[config.mk]
export PLATFORM = sky130hd
export DESIGN_NAME = lcd_spi_write_flat
export DESIGN_NICKNAME = d
export VERILOG_FILES = /design/src/rtl/lcd_spi_write_if.sv /design/src/rtl/lcd_spi_write.sv /design/src/flat_wrapper.sv
export SDC_FILE = /design/constraint.sdc
export NUM_CORES = 1
export LEC_CHECK = 0
export BUFFER_PORTS_ARGS = -buffer_cell sky130_fd_sc_hd__buf_2
export CORE_MARGIN = 4
export CORE_UTILIZATION = 46
export DETAILED_ROUTE_END_ITERATION = 8
export GPL_TIMING_DRIVEN = 0
export PLACE_DENSITY = 0.72
export RECOVER_POWER = 25
export SYNTH_ARGS = -nofsm -noshare
export SYNTH_HDL_FRONTEND = slang
export SYNTH_SLANG_ARGS = --single-unit
[constraint.sdc]
create_clock -name sys_clk_50MHz -period 1.65 [get_ports sys_clk_50MHz]
set_input_delay 0.33 -clock sys_clk_50MHz [delete_from_list [all_inputs] [get_ports sys_clk_50MHz]]
set_output_delay 0.33 -clock sys_clk_50MHz [all_outputs]
set_load 0.005 [all_outputs]
[src/rtl/lcd_spi_write_if.sv]
// ---------------------------------------------------------------------------
// lcd_spi_write_if
// Bundles the sequencer handshake and the panel SPI pins of lcd_spi_write.
//   en_write  : sequencer -> writer, a word is pending on data_in
//   data_in   : sequencer -> writer, [8] = DC, [7:0] = byte (MSB first)
//   wr_done   : writer -> sequencer, one-cycle pulse when the word has left
//   lcd_cs    : writer -> panel, chip select (active-low)
//   lcd_dc    : writer -> panel, data/command select
//   lcd_sclk  : writer -> panel, SPI clock (idles low, mode 0)
//   lcd_mosi  : writer -> panel, SPI data
// The master modport is the sequencer side; it also observes the pins.
// ---------------------------------------------------------------------------
interface lcd_spi_write_if;
  logic       en_write;
  logic [8:0] data_in;
  logic       wr_done;
  logic       lcd_cs;
  logic       lcd_dc;
  logic       lcd_sclk;
  logic       lcd_mosi;

  modport master (
    output en_write, data_in,
    input  wr_done, lcd_cs, lcd_dc, lcd_sclk, lcd_mosi
  );

  modport slave (
    input  en_write, data_in,
    output wr_done, lcd_cs, lcd_dc, lcd_sclk, lcd_mosi
  );
endinterface

[src/rtl/lcd_spi_write.sv]
// ---------------------------------------------------------------------------
// lcd_spi_write
// Serialises 9-bit command/data words onto the 4-wire SPI bus of an
// ST7789-class panel. Bit 8 selects DC (0 = command, 1 = data); bits 7:0
// are shifted MSB first in SPI mode 0. All outputs are registered.
//
// Ports:
//   sys_clk_50MHz : system clock, rising edge
//   sys_rst_n     : asynchronous active-low reset
//   bus           : lcd_spi_write_if.slave (en_write, data_in, wr_done,
//                   lcd_cs, lcd_dc, lcd_sclk, lcd_mosi)
//
// Parameters:
//   SCK_DIV : SCK half-period in sys_clk cycles (1..15)
//   GAP_CYC : idle cycles after each wr_done before sampling again (2..7)
//
// Optional build macro:
//   LCD_SPI_CS_KEEP_EN : burst mode, CS stays low between words while the
//                        sequencer keeps en_write high at the end of a word.
// ---------------------------------------------------------------------------
module lcd_spi_write #(
  parameter int SCK_DIV = 2,
  parameter int GAP_CYC = 2
) (
  input logic            sys_clk_50MHz,
  input logic            sys_rst_n,
  lcd_spi_write_if.slave bus
);

  localparam logic [3:0] HALF_LAST = 4'(SCK_DIV - 1);
  localparam logic [3:0] GAP_LAST  = 4'(GAP_CYC - 1);

  typedef enum logic [2:0] {
    S_IDLE,
    S_SETUP,
    S_SHIFT,
    S_HOLD,
    S_DONE,
    S_GAP
  } state_t;

  state_t     state_q, state_d;
  logic [3:0] cnt_q,   cnt_d;
  logic [2:0] bit_q,   bit_d;
  logic [7:0] shift_q, shift_d;
  logic       high_q,  high_d;
  logic       cs_q,    cs_d;
  logic       dc_q,    dc_d;
  logic       sclk_q,  sclk_d;
  logic       mosi_q,  mosi_d;
  logic       done_q,  done_d;
  logic       cnt_end;

  // Next-state and next-output logic. Outputs are computed one cycle ahead
  // so that every pin comes straight from a flop. In SHIFT, high_q tells
  // which half of the current bit is running; SETUP doubles as bit 7's low
  // half, so SHIFT is entered directly in a high half.
  always_comb begin
    state_d = state_q;
    cnt_d   = cnt_q;
    bit_d   = bit_q;
    shift_d = shift_q;
    high_d  = high_q;
    cs_d    = cs_q;
    dc_d    = dc_q;
    sclk_d  = sclk_q;
    mosi_d  = mosi_q;
    done_d  = 1'b0;
    cnt_end = (cnt_q == HALF_LAST);

    unique case (state_q)
      S_IDLE: begin
        if (bus.en_write) begin
          shift_d = bus.data_in[7:0];
          cs_d    = 1'b0;
          dc_d    = bus.data_in[8];
          mosi_d  = bus.data_in[7];
          cnt_d   = 4'd0;
          state_d = S_SETUP;
        end
`ifdef LCD_SPI_CS_KEEP_EN
        else begin
          // A burst ends on the first idle cycle without a pending word.
          cs_d = 1'b1;
        end
`endif
      end

      S_SETUP: begin
        if (cnt_end) begin
          cnt_d   = 4'd0;
          bit_d   = 3'd7;
          high_d  = 1'b1;
          sclk_d  = 1'b1;
          state_d = S_SHIFT;
        end else begin
          cnt_d = cnt_q + 4'd1;
        end
      end

      S_SHIFT: begin
        if (!cnt_end) begin
          cnt_d = cnt_q + 4'd1;
        end else begin
          cnt_d = 4'd0;
          if (high_q) begin
            sclk_d = 1'b0;
            high_d = 1'b0;
            if (bit_q == 3'd0) begin
              mosi_d  = 1'b0;
              state_d = S_HOLD;
            end else begin
              // shift_q[7] is the bit just sent, so [6] is the next one.
              bit_d   = bit_q - 3'd1;
              shift_d = {shift_q[6:0], 1'b0};
              mosi_d  = shift_q[6];
            end
          end else begin
            sclk_d = 1'b1;
            high_d = 1'b1;
          end
        end
      end

      S_HOLD: begin
        if (cnt_end) begin
          cnt_d   = 4'd0;
          done_d  = 1'b1;
          state_d = S_DONE;
`ifdef LCD_SPI_CS_KEEP_EN
          cs_d    = ~bus.en_write;
`else
          cs_d    = 1'b1;
`endif
        end else begin
          cnt_d = cnt_q + 4'd1;
        end
      end

      S_DONE: begin
        cnt_d   = 4'd0;
        state_d = S_GAP;
      end

      S_GAP: begin
        // en_write is deliberately ignored here: the sequencer needs these
        // cycles to move its next word onto data_in.
        if (cnt_q == GAP_LAST) begin
          cnt_d   = 4'd0;
          state_d = S_IDLE;
        end else begin
          cnt_d = cnt_q + 4'd1;
        end
      end

      default: begin
        state_d = S_IDLE;
      end
    endcase
  end

  // State and output registers; reset leaves the bus idle with CS released.
  always_ff @(posedge sys_clk_50MHz or negedge sys_rst_n) begin
    if (!sys_rst_n) begin
      state_q <= S_IDLE;
      cnt_q   <= 4'd0;
      bit_q   <= 3'd0;
      shift_q <= 8'd0;
      high_q  <= 1'b0;
      cs_q    <= 1'b1;
      dc_q    <= 1'b0;
      sclk_q  <= 1'b0;
      mosi_q  <= 1'b0;
      done_q  <= 1'b0;
    end else begin
      state_q <= state_d;
      cnt_q   <= cnt_d;
      bit_q   <= bit_d;
      shift_q <= shift_d;
      high_q  <= high_d;
      cs_q    <= cs_d;
      dc_q    <= dc_d;
      sclk_q  <= sclk_d;
      mosi_q  <= mosi_d;
      done_q  <= done_d;
    end
  end

  assign bus.lcd_cs   = cs_q;
  assign bus.lcd_dc   = dc_q;
  assign bus.lcd_sclk = sclk_q;
  assign bus.lcd_mosi = mosi_q;
  assign bus.wr_done  = done_q;

endmodule

[src/flat_wrapper.sv]
// flat-port wrapper written by rule: the top's interface ports become plain ports
module lcd_spi_write_flat 
#(
  parameter int SCK_DIV = 2,
  parameter int GAP_CYC = 2
)
  (sys_clk_50MHz, sys_rst_n, bus_en_write, bus_data_in, bus_wr_done, bus_lcd_cs, bus_lcd_dc, bus_lcd_sclk, bus_lcd_mosi);
  lcd_spi_write_if bus_i ();
  input logic sys_clk_50MHz;
  input logic sys_rst_n;
  input wire logic [$bits(bus_i.en_write)-1:0] bus_en_write;
  input wire logic [$bits(bus_i.data_in)-1:0] bus_data_in;
  output wire logic [$bits(bus_i.wr_done)-1:0] bus_wr_done;
  output wire logic [$bits(bus_i.lcd_cs)-1:0] bus_lcd_cs;
  output wire logic [$bits(bus_i.lcd_dc)-1:0] bus_lcd_dc;
  output wire logic [$bits(bus_i.lcd_sclk)-1:0] bus_lcd_sclk;
  output wire logic [$bits(bus_i.lcd_mosi)-1:0] bus_lcd_mosi;
  assign bus_i.en_write = bus_en_write;
  assign bus_i.data_in = bus_data_in;
  assign bus_wr_done = bus_i.wr_done;
  assign bus_lcd_cs = bus_i.lcd_cs;
  assign bus_lcd_dc = bus_i.lcd_dc;
  assign bus_lcd_sclk = bus_i.lcd_sclk;
  assign bus_lcd_mosi = bus_i.lcd_mosi;
  lcd_spi_write #(.SCK_DIV(SCK_DIV), .GAP_CYC(GAP_CYC)) u_core (.sys_clk_50MHz(sys_clk_50MHz), .sys_rst_n(sys_rst_n), .bus(bus_i));
endmodule
== Word level (Yosys, flattened, before mapping) ==
Cells that the tools add are included.
Word-level totals
  output and inout bits: 5
  register bits after elaboration: 22
  word-level logic and storage cells: 74
  bits of input ports: 12
Operators by class
  add/sub/neg operators: 2
  multiplexer cells: 34
  reductions and logical operators: 15
  eq/ne operators: 14
Operator list (count)
  $mux W3: 11
  $mux W7: 4
  $pmux W3 S6: 1
  $pmux W7 S2: 1
  $ne A2 B1 Y1 const B: 6
  $pmux W4 S3: 1
  $mux W1: 10
  $reduce_and A5 Y1: 2
  $mux W4: 2
  $reduce_and A7 Y1: 1
  $eq A3 B2 Y1 const B: 2
  $eq A3 B3 Y1 const B: 2
  $logic_not A3 Y1: 2
  $pmux W1 S2: 3
  $pmux W3 S2: 1
  $reduce_and A3 Y1: 2
  $reduce_bool A2 Y1: 3
  $add A4 B1 Y4 const B: 1
  $eq A4 B1 Y1 const B: 1
  $ne A2 B2 Y1 const B: 2
  $reduce_and A2 Y1: 2
  $reduce_and A4 Y1: 1
  $reduce_or A4 Y1: 1
  $eq A3 B1 Y1 const B: 1
  other kinds (2): 2

== Longest topological paths before layout ==
  depth after elaboration: 5
  depth in mapped cells: 6

== Worst setup path after synthesis ==
OpenSTA, ideal clock, no wires.
  path kind: register to register
  start: register u_core.cnt_q[0]
  end: register u_core.shift_q[2]
  library setup time: 123 ps
  path buffers: 0
  arrival time: 1473 ps
  slack: 55 ps
  required time: 1527 ps
  stages on the path, launching flop included: 6
  period minus slack after synthesis: 1595 ps
  path through: dfrtp_1 ha_1 and4bb_2 nand4_1 nand2b_2 o221a_2
Between the ends
  cells in the longest elaborated chain, start to end: 3
Ends and longest elaborated chain
  from (decl): RTL line lcd_spi_write.sv:43  | logic [3:0] cnt_q, cnt_d;
  from (signal assigned): RTL line lcd_spi_write.sv:177  | cnt_q <= cnt_d;
  $eq A4 B1 Y1: RTL line lcd_spi_write.sv:69  | cnt_end = (cnt_q == HALF_LAST);
  $ne A2 B1 Y1 (no line)
  $reduce_and A5 Y1 (no line)
  to (signal assigned): RTL line lcd_spi_write.sv:179  | shift_q <= shift_d;
  to (decl): RTL line lcd_spi_write.sv:45  | logic [7:0] shift_q, shift_d;
No other way between the ends.
A chain may end at the register's enable or synchronous reset.

== Worst setup path in the final report ==
  start: register u_core.state_q[0]
  end: register u_core.shift_q[1]
Between the ends
  cells in the longest elaborated chain, start to end: 3
  elaborated cells between the ends (all ways): 9
Ends and longest elaborated chain
  from (decl): RTL line lcd_spi_write.sv:42  | state_t state_q, state_d;
  from (signal assigned): RTL line lcd_spi_write.sv:176  | state_q <= state_d;
  $eq A3 B2 Y1 or $logic_not A3 Y1 (tied branches): RTL line lcd_spi_write.sv:71  | unique case (state_q)
  $ne A2 B1 Y1 (no line), or another cell as far along
  $reduce_and A5 Y1 (no line)
Parallel ways exist; a longest one is shown, timed or not.

==> metrics.txt <==
status complete, no violations; ANT nets after route 0; # DRC 0; Post-synth EDFFs 0; register area share after synthesis between 40% and 50%; Root Buffer Master clkbuf_4; number of I/O pins 17; Post-Syn Area 1180 um^2; final setup fails 0; die area approximately 3400 um^2; die span in x a little under 60 um; first-pass GRT wire length slightly above 4000 um; clk_lat worst skew 0.30 ns; Peak VDD IR around 0.95 mV; CP max FO 9; kind of critical path reg -> reg; Worst R2R End u_core.shift_q[1]; flop2flop setup slack roughly 0.034 ns; Period minus WS final around 1.6 ns; largest net degree at the start of global routing 23; r2r startpoint u_core.state_q[0]; Final Cycle Share slightly below 100%; worst slew pin tran approximately 0.54 ns; Congestion Overflow GR 0; Longest Clk Path Bufs 2; final WL about 2400 um; core area 2450 um^2; unrepaired setup endpoints after global routing yes; CP Launch Type register; fin nets roughly 160; total CTS buffers 3; # diodes 0; syn nets about 130; initial antenna violation count 0; vias post-DR roughly 960; clock sinks 22; fin cells around 170; Layout fillers approximately 190; dpl hpwl 1670 um; Fin Hold WS 0.244 ns; Die Ht between 50 and 60 um; PortBufs 16; max_slew headroom a little under two thirds; Critical path origin u_core.state_q[0]; area of the multi-input gates around 650 um^2; H-tree Lvls 1; library cells used by synthesis 42; final hold vios 0; dpl ws -0.208 ns; Mapped Avg Cell Area 10.5 um^2; Post-Synthesis Cells around 110; Final Worst Setup Slack 0.0338 ns; Arr. time, crit path around 1.8 ns; row count 18; leakage power approximately 0.66 nW; worst hold path type in -> reg; max_cap viols 0; R2R cell count 6; Synth Warn # 0; clk_skew between 0.005 and 0.006 ns; element type at the critical path end register; DRT Pass-1 Iters 4; P&R area growth vs syn 26.3%; Initial Util between 40% and 50%; routed length per instance 14.0 um; Total Neg Setup Slack 0 ns; Final Wtd Congestion approximately 0.8; vias per std cell 5.54; maximum clock frequency 619 MHz; Critical Path Sink u_core.shift_q[1]; power per cell area roughly 1700 nW/um^2; Hold Path Cell Cnt 2; CTS tree built; Sequential Area about 550 um^2; initial drt markers 15; Most used DFF post-synth dfrtp_1; share of synthesized registers carrying an async set or reset between 90% and 100%; vias in the first global route around 950; dpl cells about 160; Max Slew Vio Count 0; Worst-path clk slew about 0.12 ns; Data required, critical path 1.85 ns; layout cells sized above 1 between 30% and 40%; synthesis-stage register bit count 22; Overall Global Routing Usage 15.2%
## per-stage QoR
step / util [%] / power, mW / cell area, um^2
after floorplan: - / 1.70 / 1180
after global placement: 52.7 / 1.91 / 1290
after detailed placement: 52.7 / 1.96 / 1290
after CTS: 56.7 / 2.30 / 1390
after global routing: 60.5 / 2.71 / 1490
final: 60.5 / 2.48 / 1490
## what timing repair did
action,CTS,global route
pin swaps,2,1
resized for setup,1,15
endpoints found under the hold margin,21,0
endpoints found under the setup margin,9,14
setup buffers,8,3
hold buffers,1,0
## cell usage after synthesis, types with 2 or more instances
| library cell | instances | share of area [%] |
|---|---|---|
| dfrtp_1 | 21 | 45 |
| nand2_1 | 10 | 3.2 |
| a21oi_1 | 6 | 2.6 |
| o21ai_0 | 6 | 2.6 |
| o221a_2 | 6 | 5.7 |
| inv_1 | 5 | 1.6 |
| nand2b_1 | 5 | 2.7 |
| ha_1 | 4 | 4.3 |
| nand3_1 | 4 | 1.7 |
| nor2_1 | 4 | 1.3 |
| or2b_1 | 4 | 2.6 |
| clkbuf_1 | 3 | 0.96 |
| a31oi_1 | 2 | 1.1 |
| mux2_2 | 2 | 1.9 |
| nand4_1 | 2 | 1.1 |
| o21bai_1 | 2 | 1.3 |
## worst min path at each step
stage	start	to	slack, ns
floorplan	sys_rst_n	u_core.bit_q[0]	0.03
global placement	sys_rst_n	u_core.bus.wr_done	0.32
detailed placement	sys_rst_n	u_core.bus.wr_done	0.33
CTS	bus_data_in[7]	u_core.bus.lcd_mosi	0.24
global route	bus_data_in[7]	u_core.bus.lcd_mosi	0.25
finish	bus_data_in[7]	u_core.bus.lcd_mosi	0.24
## flip-flops by register name, summed over array words and instances, names as in the netlist, 3 cells and up
| register | flops |
|---|---|
| u_core.bit_q | 3 |
| u_core.shift_q | 7 |
| u_core.cnt_q | 4 |
| u_core.state_q | 3 |
## layout make-up
type	count	area share, %
multi-input combinational	81	43.5
tap	30	2.53
sequential	22	37.2
clock buffer	4	1.77
inverter	5	1.26
timing repair buffer	28	12.1
buffer	4	1.68
## cell usage in the layout (no fill, tap or decap), types with 2 or more instances in the layout
cell / instances
clkbuf_1: 2
ha_1: 3
a21oi_1: 5
o221a_2: 5
nor2_1: 4
clkbuf_2: 3
clkbuf_4: 3
nand2_1: 10
buf_4: 9
nand3_1: 4
o21bai_1: 2
or2b_1: 4
nand2b_1: 5
nand4_1: 2
a31oi_1: 2
buf_2: 15
o21ai_0: 6
buf_6: 3
inv_1: 4
dfrtp_1: 21
## cells by family (layout without fill, tap and decap cells)
family / count (synthesis) / after routing / share of synthesized area (%)
flip-flops: 22 / 22 / 46.9
multiplexers: 2 / 2 / 1.91
AO/OA/AOI/OAI: 30 / 30 / 18.8
adder cells (fa/ha/maj): 4 / 4 / 4.26
buffers and inverters: 9 / 41 / 3.51
XOR/XNOR: 2 / 2 / 1.49
AND/OR/NAND/NOR: 43 / 43 / 23.1
## routing by layer
layer | vias to the layer above | share of wire (%) | GRT usage (%)
met2 | 18 | 48 | 26.3
met1 | 470 | 47 | 19.2
li1 | 474 | - | -
met4 | 0 | 0.62 | 5.96
met5 | - | 0 | 0
met3 | 2 | 4.5 | 1.97
## power by group
group	leakage (nW)	internal [mW]	switching (mW)
sequential	0.263	0.756	0.161
combinational	0.384	0.693	0.620
clock	0.0150	0.0942	0.161
## critical path, cell delays in order, from the launching register on
cell	delay (ns)
dfrtp_1	0.39
buf_6	0.14
or2_4	0.27
nor3b_4	0.21
buf_6	0.16
or2b_1	0.22
o221a_2	0.12
No activity file was read; power rests on OpenSTA's default activity.
